==> config.mk <==
export PLATFORM = sky130hd
export DESIGN_NAME = addsub_acc
export DESIGN_NICKNAME = d
export VERILOG_FILES = /design/src/rtl/addsub_acc_pkg.sv /design/src/rtl/addsub_acc_lane.sv /design/src/rtl/addsub_acc.sv
export SDC_FILE = /design/constraint.sdc
export NUM_CORES = 1
export LEC_CHECK = 0
export ABC_AREA = 1
export BUFFER_PORTS_ARGS = -buffer_cell sky130_fd_sc_hd__buf_2
export CORE_UTILIZATION = 40
export DETAILED_ROUTE_END_ITERATION = 7
export PLACE_DENSITY = 0.61
export REMOVE_ABC_BUFFERS = 1
export SLEW_MARGIN = 20
export SYNTH_ARGS = -nofsm -noshare
export SYNTH_HDL_FRONTEND = slang
export SYNTH_SLANG_ARGS = --single-unit
==> constraint.sdc <==
create_clock -name clk -period 11 [get_ports clk]
set_clock_uncertainty 0.2 [all_clocks]
set_input_delay 1.1 -clock clk [delete_from_list [all_inputs] [get_ports clk]]
set_output_delay 1.1 -clock clk [all_outputs]
set_load 0.03 [all_outputs]
==> src/rtl/addsub_acc_pkg.sv <==
// Shared definitions for the multi-lane add/sub/accumulate datapath:
// operation encodings and the range-clamp helper used by every lane.
package addsub_acc_pkg;

  typedef enum logic [1:0] {
    MODE_SUB     = 2'b00,
    MODE_ADD     = 2'b01,
    MODE_ACC_ADD = 2'b10,
    MODE_ACC_SUB = 2'b11
  } mode_e;

  // Widest lane supported; lanes must be strictly narrower than this.
  localparam int MAX_W = 64;

  typedef logic signed [MAX_W:0] wide_t;

  typedef struct packed {
    logic             ovf;
    logic [MAX_W-1:0] val;
  } sat_res_t;

  // sum is a sign-extended (w+1)-bit result; val holds the clamped value when
  // sat is set, otherwise the raw sum whose low w bits are the wrapped result.
  function automatic sat_res_t sat_clamp(input wide_t sum, input int w, input logic sat);
    wide_t    hi;
    wide_t    lo;
    sat_res_t res;
    hi      = (wide_t'(1) <<< (w - 1)) - wide_t'(1);
    lo      = ~hi;
    res.ovf = (sum > hi) || (sum < lo);
    res.val = sum[MAX_W-1:0];
    if (sat && (sum > hi)) begin
      res.val = hi[MAX_W-1:0];
    end else if (sat && (sum < lo)) begin
      res.val = lo[MAX_W-1:0];
    end
    return res;
  endfunction

endpackage

==> src/rtl/addsub_acc_lane.sv <==
// One lane: signed lhs +/- rhs in WIDTH+1 bits, then clamp or wrap to WIDTH.
// Purely combinational; overflow flag reports any out-of-range result.
module addsub_lane
  import addsub_acc_pkg::*;
#(
  parameter int WIDTH = 32,
  parameter int SAT   = 1
) (
  input  logic [WIDTH-1:0] lhs,
  input  logic [WIDTH-1:0] rhs,
  input  logic             sub,
  output logic [WIDTH-1:0] res,
  output logic             ovf
);

  logic [WIDTH:0] lhs_x;
  logic [WIDTH:0] rhs_x;
  logic [WIDTH:0] sum;
  sat_res_t       sr;
  logic           unused_hi;

  always_comb begin
    lhs_x = {lhs[WIDTH-1], lhs};
    rhs_x = {rhs[WIDTH-1], rhs};
    // The exact result always fits in WIDTH+1 bits, so plain modular math is safe.
    sum   = sub ? (lhs_x - rhs_x) : (lhs_x + rhs_x);
    sr    = sat_clamp(wide_t'({{(MAX_W - WIDTH){sum[WIDTH]}}, sum}), WIDTH, SAT != 0);
    res   = sr.val[WIDTH-1:0];
    ovf   = sr.ovf;
  end

  assign unused_hi = ^sr.val[MAX_W-1:WIDTH];

endmodule

==> src/rtl/addsub_acc.sv <==
// Registered multi-lane signed add/sub with per-lane accumulators and sticky
// overflow flags; one-cycle latency, valid/ready with a single output register.
module addsub_acc
  import addsub_acc_pkg::*;
#(
  parameter int WIDTH = 32,
  parameter int LANES = 4,
  parameter int SAT   = 1
) (
  input  logic                   clk,
  input  logic                   rst,
  input  logic                   i_valid,
  output logic                   o_ready,
  input  logic [LANES*WIDTH-1:0] i_a,
  input  logic [LANES*WIDTH-1:0] i_b,
  input  logic [1:0]             i_mode,
  input  logic                   i_first,
  output logic                   o_valid,
  input  logic                   i_ready,
  output logic [LANES*WIDTH-1:0] o,
  output logic [LANES-1:0]       o_sat,
  output logic [LANES-1:0]       o_sat_sticky
);

  typedef logic [LANES-1:0][WIDTH-1:0] vec_t;

  vec_t             a_v, b_v, lhs, rhs, res;
  vec_t             o_q, o_d, acc_q, acc_d;
  logic [LANES-1:0] ovf;
  logic [LANES-1:0] o_sat_q, o_sat_d;
  logic [LANES-1:0] sticky_q, sticky_d;
  logic             o_valid_q, o_valid_d;
  logic             accept, acc_mode, sub;

  assign a_v = i_a;
  assign b_v = i_b;

  always_comb begin
    acc_mode = (i_mode == MODE_ACC_ADD) || (i_mode == MODE_ACC_SUB);
    sub      = (i_mode == MODE_SUB) || (i_mode == MODE_ACC_SUB);
    lhs      = a_v;
    rhs      = b_v;
    if (acc_mode) begin
      // Accumulate: acc (or zero on a first beat) is the left operand, A the right.
      for (int k = 0; k < LANES; k++) begin
        lhs[k] = i_first ? '0 : acc_q[k];
        rhs[k] = a_v[k];
      end
    end
  end

  for (genvar k = 0; k < LANES; k++) begin : g_lane
    addsub_lane #(
      .WIDTH(WIDTH),
      .SAT  (SAT)
    ) u_lane (
      .lhs(lhs[k]),
      .rhs(rhs[k]),
      .sub(sub),
      .res(res[k]),
      .ovf(ovf[k])
    );
  end

  assign o_ready = !o_valid_q || i_ready;
  assign accept  = i_valid && o_ready;

  always_comb begin
    o_d       = o_q;
    o_sat_d   = o_sat_q;
    o_valid_d = o_valid_q;
    acc_d     = acc_q;
    sticky_d  = sticky_q;
    if (accept) begin
      o_d       = res;
      o_sat_d   = ovf;
      o_valid_d = 1'b1;
      if (acc_mode) begin
        acc_d = res;
      end
      sticky_d = (acc_mode && i_first) ? ovf : (sticky_q | ovf);
    end else if (i_ready) begin
      o_valid_d = 1'b0;
    end
  end

  always_ff @(posedge clk) begin
    if (rst) begin
      o_q       <= '0;
      o_sat_q   <= '0;
      o_valid_q <= 1'b0;
      acc_q     <= '0;
      sticky_q  <= '0;
    end else begin
      o_q       <= o_d;
      o_sat_q   <= o_sat_d;
      o_valid_q <= o_valid_d;
      acc_q     <= acc_d;
      sticky_q  <= sticky_d;
    end
  end

  assign o            = o_q;
  assign o_sat        = o_sat_q;
  assign o_valid      = o_valid_q;
  assign o_sat_sticky = sticky_q;

endmodule

# == Word-level counts from Yosys, hierarchy flattened ==
# Cells that the tools add are included.
# totals
ff_bits,265
input_bits,263
out_inout_bits,138
wordCells,64
# op_classes
add_sub_neg,8
order_cmp,8
n_eq_ne,2
n_mux,21
bitwise,1
n_reduce_logical,13
# ops
op,n
$mux 32,12
$mux 128,2
$add 32x32->33,4
$gt 33x32->1 const B,4
$lt 33x32->1 const B,4
$mux 33,4
$sub 32x32->33,4
$logic_or 1x1->1,7
$eq 2x2->1 const B,2
$mux 4,1
$or 4x4->4,1
$logic_and 1x1->1,2
$logic_not 2->1,1
$mux 1,2
$reduce_and 2->1,1
$reduce_bool 2->1,1
$logic_not 1->1,1

# == Longest topological paths before layout ==
# Gate-level depths: netlist of the first run.
# depth
ltp_word,9
depth_mapped,38
depth_no_buf,35

# == Cells and area by module ==
# From an unflattened synthesis of the first run, not the netlist that was laid out.
# hier_totals
hier_cells,5458
area_unflattened_um2,29203.0
# by_module_without_submodules
mod,instances,cells_per_inst,area_per_inst_um2
addsub_acc,1,2139,13068.8
addsub_lane at g_lane[0].u_lane ...,3,827,4028.9
addsub_lane at g_lane[3].u_lane,1,838,4047.6

# == Least setup slack after synthesis of the first run ==
# OpenSTA, ideal clock, no wires.
# synth_timing
path_type,input to register
from,input port i_mode[0]
to,register acc_q[90] in the netlist's numbering
arrival_time_ns,5.029
setup_slack_ns,5.654
path_stages,33
n_path_buf,4
path_cell_list,inv_1 -> ha_1 -> nor2_4 -> buf_8 -> buf_6 -> buf_6 -> nand2_1 -> o21ai_2 -> ha_1 -> nand3_1 -> nor2_1 -> nand4_1 -> nor2_1 -> nand2_1 -> nor2_1 -> nand2_1 -> o21ai_0 -> xor2_1 -> ha_1 -> nand2_1 -> nor2_1 -> inv_1 -> o21ai_0 -> nand2_1 -> nand3_1 -> inv_1 -> nand3_1 -> nand3_2 -> buf_6 -> nand2_1 -> clkinv_1 -> nor2_1 -> nor2_1
# synth_between
elab_chain_len,8
elab_cells_between_ends,15
cone_classes,add/sub (2); order compare (2); eq/ne (2); mux (5); reduce/logical (4)
# synth_lines
element,line_no,rtl
from (decl),addsub_acc.sv:16,"input logic [1:0] i_mode,"
$eq 2x2->1 (on tied branches),"addsub_acc.sv:39, addsub_acc.sv:40",
$logic_or 1x1->1,addsub_acc.sv:39,acc_mode = (i_mode == MODE_ACC_ADD) || (i_mode == MODE_ACC_SUB);
$mux 128,addsub_acc.sv:43,if (acc_mode) begin
$add 32x32->33 / $sub 32x32->33 (equally long branches),addsub_acc_lane.sv:26,sum = sub ? (lhs_x - rhs_x) : (lhs_x + rhs_x);
$mux 33,addsub_acc_lane.sv:26,
$lt 33x32->1,addsub_acc_pkg.sv:34,end else if (sat && (sum < lo)) begin
$mux 32,addsub_acc_pkg.sv:34,
$mux 32,addsub_acc_pkg.sv:32,if (sat && (sum > hi)) begin
to (signal assigned),addsub_acc.sv:92,acc_q <= '0;
to (signal assigned),addsub_acc.sv:98,acc_q <= acc_d;
to (decl),addsub_acc.sv:28,"vec_t o_q, o_d, acc_q, acc_d;"
# Parallel ways exist; a longest one is shown, timed or not.
# A chain may end at the register's enable or synchronous reset.

# == Final worst setup path of the first run ==
# layout_timing
from,input port i_mode[0]
to,register acc_q[94] in the netlist's numbering
# The elaborated chain is that of the path after synthesis.

==> flow_results.xml, run 1 <==
<?xml version="1.0" encoding="UTF-8"?>
<metrics>
  <group name="run_status">
    <metric name="outcome" unit="">finished, final reports clean</metric>
  </group>
  <group name="power">
    <metric name="power.density_cell_area" unit="mW/mm^2">179</metric>
    <metric name="maximum_ir_drop_on_the_vdd_rail" unit="V">0.000192</metric>
    <metric name="p_leak" unit="nW">15.2</metric>
  </group>
  <group name="critical_path">
    <metric name="timing.critical_path.buf_inv" unit="">5</metric>
    <metric name="timing.critical_path.from_type" unit="">input pin</metric>
    <metric name="critical-path-max-stage-delay" unit="ps">670</metric>
    <metric name="cp_top_family" unit="">simple AND/OR/NAND/NOR gates</metric>
    <metric name="timing.critical_path.slowest_stage_cell" unit="">sky130_fd_sc_hd__nand3_2</metric>
    <metric name="worstSetupEndpointType" unit="">register</metric>
    <metric name="critPathArrivalTime" unit="ps">7180</metric>
    <metric name="critical_path_peak_fanout" unit="">96</metric>
    <metric name="timing.setup.critical_path_class" unit="">in2reg</metric>
    <metric name="critPathRequiredTime" unit="ps">11230</metric>
  </group>
  <group name="clock_network">
    <metric name="cts-hold-fix-buffers" unit="">0</metric>
    <metric name="clock-sinks" unit="">265</metric>
    <metric name="clockRootBuffer" unit="">sky130_fd_sc_hd__clkbuf_16</metric>
    <metric name="cts-buffers-inserted" unit="">35</metric>
    <metric name="h_tree_levels" unit="">2</metric>
    <metric name="tritoncts" unit="">yes</metric>
    <metric name="clk_buf_depth" unit="">3</metric>
    <metric name="clk_pin_slew_worst_setup_hold_paths" unit="ps">60</metric>
    <metric name="clk-insertion-delay-late" unit="ps">550</metric>
    <metric name="post_cts_resized" unit="">0</metric>
    <metric name="cts_setup_buffers" unit="">0</metric>
  </group>
  <group name="timing">
    <metric name="tightestPinTransition" unit="ps">1170</metric>
    <metric name="worst_slew_margin_rel" unit="">0.223</metric>
    <metric name="final-hold-violation-count" unit="">0</metric>
    <metric name="timing.final.ws_setup" unit="ps">4050</metric>
    <metric name="fin_crit_sh" unit="">0.631</metric>
    <metric name="layout_min_cycle_time" unit="ps">6950</metric>
    <metric name="fmaxAchievable" unit="MHz">144</metric>
    <metric name="setup_total_negative_slack" unit="ps">0</metric>
    <metric name="setup-violations-final" unit="">0</metric>
    <metric name="max_slew_violations" unit="">0</metric>
    <metric name="rsz_0062_raised_after_global_routing" unit="">no</metric>
  </group>
  <group name="drt">
    <metric name="number_of_optimization_iterations_in_the_first_detailed_route_pass" unit="">5</metric>
    <metric name="route.vias.total" unit="">27900</metric>
    <metric name="via_per_inst" unit="">5.14</metric>
    <metric name="postRouteAntennaNets" unit="">0</metric>
    <metric name="drt_iter0_drc" unit="">1854</metric>
    <metric name="route.final.wire_length" unit="um">91300</metric>
    <metric name="remaining_routing_drc_violations" unit="">0</metric>
    <metric name="wire_length_per_cell_after_detailed_routing" unit="um">16.8</metric>
  </group>
  <group name="logic_synthesis">
    <metric name="postSynthRegisterBits" unit="">265</metric>
    <metric name="synth_top_area_cell" unit="">sky130_fd_sc_hd__dfxtp_1</metric>
    <metric name="yosysWarnings" unit="">0</metric>
    <metric name="area_share_of_the_leading_cell_type_in_the_synthesized_netlist" unit="">0.207</metric>
    <metric name="synth_area_leaders" unit="">sky130_fd_sc_hd__dfxtp_1, sky130_fd_sc_hd__nand2_1, sky130_fd_sc_hd__inv_1, sky130_fd_sc_hd__nor2_1, sky130_fd_sc_hd__o21ai_0</metric>
    <metric name="yosysMostFrequentCell" unit="">sky130_fd_sc_hd__nand2_1</metric>
    <metric name="synth.avg_cell_area" unit="um^2">5.96</metric>
    <metric name="synthesized_netlist_cell_count" unit="">4293</metric>
    <metric name="netlist_area" unit="mm^2">0.0256</metric>
    <metric name="synth_flop_cell" unit="">sky130_fd_sc_hd__dfxtp_1</metric>
    <metric name="synth.cells.most_frequent" unit="">sky130_fd_sc_hd__nand2_1, sky130_fd_sc_hd__inv_1, sky130_fd_sc_hd__nor2_1</metric>
    <metric name="netlist-cell-type-count" unit="">49</metric>
    <metric name="ys_seq_area_frac" unit="">0.207</metric>
    <metric name="synth_edf_count" unit="">0</metric>
    <metric name="ys_async_sr_fraction" unit="">0</metric>
  </group>
  <group name="place">
    <metric name="gp_congestion" unit="">0.953</metric>
    <metric name="place.detailed.hpwl" unit="um">67700</metric>
    <metric name="place_ws" unit="ps">3490</metric>
    <metric name="portBuffers" unit="">400</metric>
  </group>
  <group name="grt">
    <metric name="pin_count_of_the_biggest_net_entering_global_routing" unit="">179</metric>
    <metric name="grt.total_usage" unit="">0.275</metric>
    <metric name="number_of_global_route_vias_before_repair" unit="">26400</metric>
    <metric name="globalRouteOverflowTotal" unit="">0</metric>
    <metric name="grt_first_pass_wirelength" unit="um">143000</metric>
    <metric name="number_of_antenna_violations_at_the_first_check_in_global_routing" unit="">4</metric>
  </group>
  <group name="floorplanning">
    <metric name="num_io_pins" unit="">401</metric>
    <metric name="die_w" unit="um">255</metric>
    <metric name="starting_density_of_the_core" unit="">0.406</metric>
    <metric name="fp-row-count" unit="">92</metric>
    <metric name="die_area" unit="mm^2">0.0650</metric>
    <metric name="die_h" unit="um">255</metric>
    <metric name="design.core.area" unit="mm^2">0.0631</metric>
  </group>
  <group name="cells_and_area">
    <metric name="layout-drive-gt1-share" unit="">0.126</metric>
    <metric name="area.growth.synth_to_final" unit="%">13.3</metric>
    <metric name="final_net_count" unit="">4955</metric>
  </group>
  <group name="run">
    <metric name="max_cap_viol_count" unit="">0</metric>
  </group>
  <group name="worst_hold_path">
    <metric name="worstHoldPathType" unit="">reg2reg</metric>
  </group>
</metrics>
## kinds of logic after synthesis
kind of cell,count (synthesis),synth area share
simple gates,2003,0.326
compound gates,874,0.192
buf+inv,798,0.132
flops,265,0.207
xor+xnor,215,0.0736
fa+ha+maj,138,0.0687
## flip-flops by register name, indices dropped and copies added (netlist names)
signal / count
acc_q: 128
o_valid: 1
o: 128
o_sat: 4
o_sat_sticky: 4
## final timing paths
kind | from | to | slack [ps] | depth (start not counted)
setup reg to reg | acc_q[96]$_SDFFE_PP0P_ | o[110]$_SDFFE_PP0P_ | 6670 | 20
setup / recovery | i_mode[0] | acc_q[94]$_SDFFE_PP0P_ | 4050 | 29
hold reg to reg | o_sat_sticky[0]$_SDFFE_PP0P_ | o_sat_sticky[0]$_SDFFE_PP0P_ | 290 | 2
hold / removal | o_sat_sticky[0]$_SDFFE_PP0P_ | o_sat_sticky[0]$_SDFFE_PP0P_ | 290 | 2
## power by group
| group | internal (W) | switching (W) |
|---|---|---|
| sequential | 0.00110 | 0.0000681 |
| clock | 0.000792 | 0.000473 |
| combinational | 0.000847 | 0.00190 |
| total | 0.00274 | 0.00244 |
## worst min-delay path: cells and delay by family (launching register included)
kind,cells,cell delay (ps)
AO/OA/AOI/OAI,2,130
flip-flops,1,310
## stage by stage
| step | area (um^2) | total power (W) | instances | util | hold WS [ps] |
|---|---|---|---|---|---|
| after floorplan | 24500 | 0.00314 | 4095 | - | 268 |
| after global placement | 27700 | 0.00391 | 5362 | 0.440 | 264 |
| after detailed placement | 27700 | 0.00390 | 5362 | 0.440 | 274 |
| after CTS | 29000 | 0.00519 | 5422 | 0.459 | 292 |
| after global routing | 29000 | 0.00557 | 5424 | 0.460 | 324 |
| final | 29000 | 0.00518 | 5424 | 0.460 | 285 |
## placed cells by master, fill, tap and decap left out, types with 5 or more instances in the layout
cell type                   count
sky130_fd_sc_hd__a21boi_0       8
sky130_fd_sc_hd__a21o_1        19
sky130_fd_sc_hd__a21oi_1      217
sky130_fd_sc_hd__a21oi_2       28
sky130_fd_sc_hd__a31oi_1       17
sky130_fd_sc_hd__buf_2        399
sky130_fd_sc_hd__buf_4         20
sky130_fd_sc_hd__bufinv_16      6
sky130_fd_sc_hd__clkbuf_1       7
sky130_fd_sc_hd__clkbuf_16     37
sky130_fd_sc_hd__clkbuf_8       6
sky130_fd_sc_hd__clkinv_2       5
sky130_fd_sc_hd__dfxtp_1      265
sky130_fd_sc_hd__ha_1         133
sky130_fd_sc_hd__inv_1        577
sky130_fd_sc_hd__inv_2         16
sky130_fd_sc_hd__nand2_1      978
sky130_fd_sc_hd__nand2_2        9
sky130_fd_sc_hd__nand3_1      323
sky130_fd_sc_hd__nand3_2        9
sky130_fd_sc_hd__nand3_4        5
sky130_fd_sc_hd__nand3b_1       8
sky130_fd_sc_hd__nand4_1       27
sky130_fd_sc_hd__nor2_1       564
sky130_fd_sc_hd__nor2_2        10
sky130_fd_sc_hd__nor3_1        41
sky130_fd_sc_hd__nor4_1        12
sky130_fd_sc_hd__o211ai_1      15
sky130_fd_sc_hd__o21a_1        52
sky130_fd_sc_hd__o21ai_0      403
sky130_fd_sc_hd__o21ai_1       48
sky130_fd_sc_hd__o21ai_2        7
sky130_fd_sc_hd__o21bai_1      23
sky130_fd_sc_hd__o31ai_1       31
sky130_fd_sc_hd__xnor2_1       60
sky130_fd_sc_hd__xor2_1       155
## routing by layer
| metal | global-route usage | part of all wire | up-vias |
|---|---|---|---|
| li1 | - | - | 14300 |
| met2 | 0.459 | 0.45 | 784 |
| met1 | 0.371 | 0.47 | 12700 |
| met5 | 0 | 0.00044 | - |
| met4 | 0.0712 | 0.022 | 6 |
| met3 | 0.0361 | 0.058 | 121 |
## area by class of cell
class / count / area (um^2)
Fill cell: 6999 / 34100
Tap cell: 846 / 1060
Clock inverter: 10 / 204
Clock buffer: 50 / 1030
Inverter: 600 / 2260
Antenna cell: 1 / 2.50
Multi-Input combinational cell: 3230 / 16900
Timing Repair Buffer: 422 / 2200
Sequential cell: 265 / 5310
(Power assumes the default switching activity.)
==> run 2: changes to the inputs <==
Settings changed: ABC_AREA 1 to 0.
Clock period 11 ns to 7.15 ns, I/O delays scaled along.
==> flow_results.xml, run 2 <==
<?xml version="1.0" encoding="UTF-8"?>
<metrics>
  <group name="logic_synthesis">
    <metric name="netlist_area" unit="mm^2">0.0230</metric>
    <metric name="ys_seq_area_frac" unit="">0.230</metric>
    <metric name="synth_edf_count" unit="">0</metric>
    <metric name="yosysMostFrequentCell" unit="">sky130_fd_sc_hd__nand2_1</metric>
    <metric name="synth_top_area_cell" unit="">sky130_fd_sc_hd__dfxtp_1</metric>
    <metric name="postSynthRegisterBits" unit="">265</metric>
    <metric name="yosysWarnings" unit="">0</metric>
    <metric name="synth.cells.most_frequent" unit="">sky130_fd_sc_hd__nand2_1, sky130_fd_sc_hd__dfxtp_1, sky130_fd_sc_hd__nor2_1</metric>
    <metric name="synth.avg_cell_area" unit="um^2">7.31</metric>
    <metric name="synth_flop_cell" unit="">sky130_fd_sc_hd__dfxtp_1</metric>
    <metric name="synth_area_leaders" unit="">sky130_fd_sc_hd__dfxtp_1, sky130_fd_sc_hd__nand2_1, sky130_fd_sc_hd__ha_1, sky130_fd_sc_hd__mux2i_1, sky130_fd_sc_hd__xor2_1</metric>
    <metric name="netlist-cell-type-count" unit="">86</metric>
    <metric name="ys_async_sr_fraction" unit="">0</metric>
    <metric name="area_share_of_the_leading_cell_type_in_the_synthesized_netlist" unit="">0.230</metric>
    <metric name="synthesized_netlist_cell_count" unit="">3150</metric>
  </group>
  <group name="timing">
    <metric name="rsz_0062_raised_after_global_routing" unit="">no</metric>
    <metric name="fmaxAchievable" unit="MHz">151</metric>
    <metric name="tightestPinTransition" unit="ps">1090</metric>
    <metric name="worst_slew_margin_rel" unit="">0.276</metric>
    <metric name="layout_min_cycle_time" unit="ps">6620</metric>
    <metric name="max_slew_violations" unit="">0</metric>
    <metric name="setup_total_negative_slack" unit="ps">0</metric>
    <metric name="setup-violations-final" unit="">0</metric>
    <metric name="fin_crit_sh" unit="">0.926</metric>
    <metric name="final-hold-violation-count" unit="">0</metric>
  </group>
  <group name="critical_path">
    <metric name="critical_path_peak_fanout" unit="">9</metric>
    <metric name="timing.critical_path.slowest_stage_cell" unit="">sky130_fd_sc_hd__or4_1</metric>
    <metric name="timing.critical_path.buf_inv" unit="">3</metric>
    <metric name="critPathArrivalTime" unit="ps">6870</metric>
    <metric name="timing.setup.critical_path_class" unit="">in2reg</metric>
    <metric name="critPathRequiredTime" unit="ps">7400</metric>
    <metric name="timing.critical_path.from_type" unit="">input pin</metric>
    <metric name="cp_top_family" unit="">simple AND/OR/NAND/NOR gates</metric>
    <metric name="worstSetupEndpointType" unit="">register</metric>
    <metric name="critical-path-max-stage-delay" unit="ps">560</metric>
  </group>
  <group name="clock_network">
    <metric name="cts_setup_buffers" unit="">0</metric>
    <metric name="clk_pin_slew_worst_setup_hold_paths" unit="ps">60</metric>
    <metric name="clock-sinks" unit="">265</metric>
    <metric name="post_cts_resized" unit="">0</metric>
    <metric name="tritoncts" unit="">yes</metric>
    <metric name="clk_buf_depth" unit="">3</metric>
    <metric name="cts-buffers-inserted" unit="">34</metric>
    <metric name="clk-insertion-delay-late" unit="ps">550</metric>
    <metric name="h_tree_levels" unit="">2</metric>
    <metric name="clockRootBuffer" unit="">sky130_fd_sc_hd__clkbuf_16</metric>
    <metric name="cts-hold-fix-buffers" unit="">0</metric>
  </group>
  <group name="power">
    <metric name="maximum_ir_drop_on_the_vdd_rail" unit="V">0.000193</metric>
    <metric name="power.switching" unit="W">0.00357</metric>
    <metric name="power.density_cell_area" unit="mW/mm^2">291</metric>
    <metric name="p_total" unit="W">0.00805</metric>
    <metric name="internal_power" unit="W">0.00448</metric>
    <metric name="switching_share" unit="">0.444</metric>
    <metric name="relative_contribution_of_combinational_cells_to_total_power" unit="">0.528</metric>
    <metric name="p_leak" unit="nW">12.9</metric>
    <metric name="power.share.clock" unit="">0.221</metric>
    <metric name="power.sequential.fraction" unit="">0.251</metric>
  </group>
  <group name="floorplanning">
    <metric name="die_h" unit="um">242</metric>
    <metric name="die_w" unit="um">242</metric>
    <metric name="starting_density_of_the_core" unit="">0.407</metric>
    <metric name="die_area" unit="mm^2">0.0586</metric>
    <metric name="fp-row-count" unit="">87</metric>
    <metric name="num_io_pins" unit="">401</metric>
    <metric name="design.core.area" unit="mm^2">0.0566</metric>
  </group>
  <group name="drt">
    <metric name="remaining_routing_drc_violations" unit="">0</metric>
    <metric name="postRouteAntennaNets" unit="">0</metric>
    <metric name="via_per_inst" unit="">5.65</metric>
    <metric name="route.final.wire_length" unit="um">85800</metric>
    <metric name="drt_iter0_drc" unit="">1685</metric>
    <metric name="wire_length_per_cell_after_detailed_routing" unit="um">19.8</metric>
    <metric name="number_of_optimization_iterations_in_the_first_detailed_route_pass" unit="">5</metric>
    <metric name="route.vias.total" unit="">24500</metric>
  </group>
  <group name="cells_and_area">
    <metric name="layout.cells.most_common" unit="">sky130_fd_sc_hd__nand2_1</metric>
    <metric name="layout-drive-gt1-share" unit="">0.177</metric>
    <metric name="final_net_count" unit="">3942</metric>
    <metric name="multi_input_area" unit="mm^2">0.0169</metric>
    <metric name="count_of_non_filler_cells_in_the_finished_layout" unit="">4329</metric>
    <metric name="most-common-layout-cells" unit="">sky130_fd_sc_hd__nand2_1, sky130_fd_sc_hd__buf_2, sky130_fd_sc_hd__dfxtp_1</metric>
    <metric name="register_area" unit="mm^2">0.00531</metric>
    <metric name="fillerInstances" unit="">5845</metric>
    <metric name="final_core_utilization" unit="">0.489</metric>
    <metric name="area.growth.synth_to_final" unit="%">20.2</metric>
  </group>
  <group name="grt">
    <metric name="number_of_global_route_vias_before_repair" unit="">23200</metric>
    <metric name="pin_count_of_the_biggest_net_entering_global_routing" unit="">97</metric>
    <metric name="number_of_antenna_violations_at_the_first_check_in_global_routing" unit="">20</metric>
    <metric name="grt.total_usage" unit="">0.283</metric>
    <metric name="globalRouteOverflowTotal" unit="">0</metric>
    <metric name="grt_first_pass_wirelength" unit="um">132000</metric>
  </group>
  <group name="place">
    <metric name="place.detailed.hpwl" unit="um">64000</metric>
    <metric name="placedCellCount" unit="">4261</metric>
    <metric name="portBuffers" unit="">400</metric>
    <metric name="gp_congestion" unit="">0.953</metric>
  </group>
  <group name="run_status">
    <metric name="outcome" unit="">finished, final reports clean</metric>
  </group>
  <group name="run">
    <metric name="max_cap_viol_count" unit="">0</metric>
  </group>
  <group name="worst_hold_path">
    <metric name="worstHoldPathType" unit="">in2reg</metric>
  </group>
</metrics>
-- run 2: cell types whose count changed after synthesis, sizes merged, moves of 50 or more --
cell and change:
nand3 -318, inv -549, nor2 -332, a22o +55, or3 +55, a21o +50
o21ai -211, nand3b +111, nor3 +66, mux2i +128, nand2 -437
-- run 2: area by class of cell --
| class | count | area share |
|---|---|---|
| flip-flops and latches | 265 | 0.192 |
| diodes | 8 | 0.000723 |
| well taps | 756 | 0.0342 |
| inverters | 49 | 0.00664 |
| repair buffers | 538 | 0.117 |
| clock inverters | 6 | 0.00208 |
| clock buffers | 54 | 0.0390 |
| multi-input cells | 2653 | 0.609 |
-- run 2: per-stage QoR --
stage          setup slack (ps)  hold WS, ps  instance area [um^2]
3_3_place_gp               93.6          230                 26500
5_1_grt                    21.6          211                 27700
3_5_place_dp               -124          237                 26500
6_report                    526          208                 27700
2_1_floorplan             -9440          217                 22300
4_1_cts                     465          177                 27700
-- run 2: final timing paths --
path | startpoint | end | slack, ps | depth (start not counted)
setup / recovery | i_mode[0] | acc_q[93]$_SDFFE_PP0P_ | 530 | 26
hold / removal | i_valid | o_valid$_SDFFE_PP0P_ | 210 | 3
setup reg to reg | acc_q[64]$_SDFFE_PP0P_ | acc_q[93]$_SDFFE_PP0P_ | 2800 | 15
hold reg to reg | o[44]$_SDFFE_PP0P_ | o[44]$_SDFFE_PP0P_ | 240 | 2
-- run 2: power groups by stage --
stage,Combinational [W],Sequential [W],Clock (W)
finish,0.00425,0.00202,0.00178
global route,0.00462,0.00205,0.00188
CTS,0.00422,0.00202,0.00182
detailed placement,0.00420,0.00204,0
global placement,0.00420,0.00204,0
floorplan,0.00245,0.00238,0
-- run 2: routing by layer --
layer / GRT usage / share of wire / vias to the layer above
met5: 0 / 0.0017 / -
met2: 0.470 / 0.46 / 817
met1: 0.366 / 0.44 / 11400
li1: - / - / 12100
met3: 0.0590 / 0.071 / 162
met4: 0.0817 / 0.028 / 24
-- run 2: logic make-up (layout without fill, tap and decap cells) --
group / after synthesis / count (layout) / synth area share
other: 0 / 8 / 0
multiplexers: 133 / 133 / 0.0581
adder cells (fa/ha/maj): 153 / 153 / 0.0829
buffers and inverters: 232 / 647 / 0.0406
AND/OR/NAND/NOR: 1278 / 1278 / 0.263
AO/OA/AOI/OAI: 858 / 858 / 0.236
flip-flops: 265 / 265 / 0.230
XOR/XNOR: 231 / 231 / 0.0887
-- run 2: tightest hold or removal path: cells and delay by family --
| family | cells | cell delay, ps |
|---|---|---|
| buffers and inverters | 2 | 150 |
| AO/OA/AOI/OAI | 1 | 50 |
==> run 3: changes to the inputs <==
Settings changed: CORE_UTILIZATION 40 to 25, PLACE_DENSITY 0.61 to 0.43.
==> flow_results.xml, run 3 (synthesis gave the netlist of run 2 again) <==
<?xml version="1.0" encoding="UTF-8"?>
<metrics>
  <group name="cells_and_area">
    <metric name="layout.cells.most_common" unit="">sky130_fd_sc_hd__nand2_1</metric>
    <metric name="count_of_non_filler_cells_in_the_finished_layout" unit="">4753</metric>
    <metric name="layout-drive-gt1-share" unit="">0.179</metric>
    <metric name="area.growth.synth_to_final" unit="%">23.0</metric>
    <metric name="final_core_utilization" unit="">0.312</metric>
    <metric name="fillerInstances" unit="">10000</metric>
    <metric name="most-common-layout-cells" unit="">sky130_fd_sc_hd__nand2_1, sky130_fd_sc_hd__buf_2, sky130_fd_sc_hd__dfxtp_1</metric>
    <metric name="final_net_count" unit="">3944</metric>
  </group>
  <group name="run">
    <metric name="max_cap_viol_count" unit="">0</metric>
  </group>
  <group name="worst_hold_path">
    <metric name="worstHoldPathType" unit="">in2reg</metric>
  </group>
  <group name="drt">
    <metric name="remaining_routing_drc_violations" unit="">0</metric>
    <metric name="drt_iter0_drc" unit="">1498</metric>
    <metric name="route.final.wire_length" unit="um">101000</metric>
    <metric name="via_per_inst" unit="">5.09</metric>
    <metric name="number_of_optimization_iterations_in_the_first_detailed_route_pass" unit="">6</metric>
    <metric name="route.vias.total" unit="">24200</metric>
    <metric name="wire_length_per_cell_after_detailed_routing" unit="um">21.2</metric>
    <metric name="postRouteAntennaNets" unit="">0</metric>
  </group>
  <group name="grt">
    <metric name="number_of_antenna_violations_at_the_first_check_in_global_routing" unit="">26</metric>
    <metric name="grt_most_used_layer" unit="">met2</metric>
    <metric name="met3_usage" unit="">0.0498</metric>
    <metric name="groute.layer.met1.usage" unit="">0.274</metric>
    <metric name="pin_count_of_the_biggest_net_entering_global_routing" unit="">83</metric>
    <metric name="grt_first_pass_wirelength" unit="um">151000</metric>
    <metric name="globalRouteMet2Util" unit="">0.345</metric>
    <metric name="grt.total_usage" unit="">0.211</metric>
    <metric name="number_of_global_route_vias_before_repair" unit="">24100</metric>
    <metric name="globalRouteOverflowTotal" unit="">0</metric>
  </group>
  <group name="floorplanning">
    <metric name="design.core.area" unit="mm^2">0.0907</metric>
    <metric name="die_area" unit="mm^2">0.0934</metric>
    <metric name="die_w" unit="um">306</metric>
    <metric name="num_io_pins" unit="">401</metric>
    <metric name="starting_density_of_the_core" unit="">0.254</metric>
    <metric name="fp-row-count" unit="">110</metric>
    <metric name="die_h" unit="um">306</metric>
  </group>
  <group name="critical_path">
    <metric name="worstSetupEndpointType" unit="">register</metric>
    <metric name="timing.critical_path.slowest_stage_cell" unit="">sky130_fd_sc_hd__a31oi_1</metric>
    <metric name="critPathRequiredTime" unit="ps">7420</metric>
    <metric name="critPathArrivalTime" unit="ps">6720</metric>
    <metric name="timing.critical_path.from_type" unit="">input pin</metric>
    <metric name="critical_path_peak_fanout" unit="">65</metric>
    <metric name="critical-path-max-stage-delay" unit="ps">420</metric>
    <metric name="timing.setup.critical_path_class" unit="">in2reg</metric>
  </group>
  <group name="timing">
    <metric name="fmaxAchievable" unit="MHz">155</metric>
    <metric name="final-hold-violation-count" unit="">0</metric>
    <metric name="tightestPinTransition" unit="ps">989</metric>
    <metric name="setup-violations-final" unit="">0</metric>
    <metric name="timing.final.ws_setup" unit="ps">701</metric>
    <metric name="layout_min_cycle_time" unit="ps">6450</metric>
    <metric name="fin_crit_sh" unit="">0.902</metric>
    <metric name="rsz_0062_raised_after_global_routing" unit="">no</metric>
    <metric name="max_slew_violations" unit="">0</metric>
    <metric name="hold_slack" unit="ps">190</metric>
    <metric name="worst_slew_margin_rel" unit="">0.341</metric>
  </group>
  <group name="clock_network">
    <metric name="clk_pin_slew_worst_setup_hold_paths" unit="ps">50</metric>
    <metric name="clock-sinks" unit="">265</metric>
    <metric name="clockRootBuffer" unit="">sky130_fd_sc_hd__clkbuf_16</metric>
    <metric name="post_cts_resized" unit="">0</metric>
    <metric name="h_tree_levels" unit="">2</metric>
    <metric name="clk_buf_depth" unit="">3</metric>
    <metric name="clk-insertion-delay-late" unit="ps">590</metric>
    <metric name="cts_setup_buffers" unit="">0</metric>
    <metric name="cts-buffers-inserted" unit="">39</metric>
    <metric name="cts-hold-fix-buffers" unit="">0</metric>
    <metric name="tritoncts" unit="">yes</metric>
  </group>
  <group name="run_status">
    <metric name="outcome" unit="">finished, final reports clean</metric>
  </group>
  <group name="power">
    <metric name="p_total" unit="W">0.00832</metric>
    <metric name="maximum_ir_drop_on_the_vdd_rail" unit="V">0.000146</metric>
    <metric name="power.density_cell_area" unit="mW/mm^2">294</metric>
    <metric name="p_leak" unit="nW">12.9</metric>
  </group>
  <group name="place">
    <metric name="place.detailed.hpwl" unit="um">76900</metric>
    <metric name="place_ws" unit="ps">58.5</metric>
    <metric name="gp_congestion" unit="">0.910</metric>
    <metric name="placedCellCount" unit="">4678</metric>
    <metric name="portBuffers" unit="">400</metric>
  </group>
</metrics>
-- run 3: power by group --
| part | switching, W | total [W] | internal, W |
|---|---|---|---|
| clock | 0.000831 | 0.00201 | 0.00118 |
| sequential | 0.000204 | 0.00201 | 0.00180 |
| combinational | 0.00273 | 0.00430 | 0.00157 |
-- run 3: routing by layer --
layer,part of all wire,vias up
li1,-,12100
met1,0.45,11300
met2,0.45,657
met3,0.070,154
met4,0.027,26
met5,0.0016,-
-- run 3: path summary, 6_finish.rpt --
kind / slack, ps / to / startpoint / cells after the start
hold / removal: 190 / o_valid$_SDFFE_PP0P_ / i_valid / 3
setup / recovery: 700 / acc_q[7]$_SDFFE_PP0P_ / i_mode[1] / 27
hold reg to reg: 240 / o_sat[1]$_SDFFE_PP0P_ / o_sat[1]$_SDFFE_PP0P_ / 2
setup reg to reg: 2900 / o[93]$_SDFFE_PP0P_ / acc_q[64]$_SDFFE_PP0P_ / 15
-- run 3: worst max-delay path: cells and delay by family --
family                   cells  cell delay (ps)
adder cells (fa/ha/maj)      3              930
XOR/XNOR                     2              160
AND/OR/NAND/NOR              9             1520
buffers and inverters        7             1510
AO/OA/AOI/OAI                6             1770
-- run 3: stage by stage --
stage	TNS, ps	cell area [um^2]
2_1_floorplan	-2136870	22300
3_3_place_gp	0	27000
3_5_place_dp	0	27000
4_1_cts	0	28300
5_1_grt	0	28300
6_report	0	28300
-- run 3: final cells by class --
| type | count | area, um^2 | share of cell area |
|---|---|---|---|
| well taps | 1176 | 1470 | 0.0519 |
| diodes | 6 | 15.0 | 0.000530 |
| clock buffers | 53 | 1090 | 0.0385 |
| clock inverters | 16 | 184 | 0.00649 |
| inverters | 49 | 184 | 0.00649 |
| repair buffers | 535 | 3210 | 0.113 |
| multi-input cells | 2653 | 16900 | 0.596 |
| flip-flops and latches | 265 | 5310 | 0.187 |
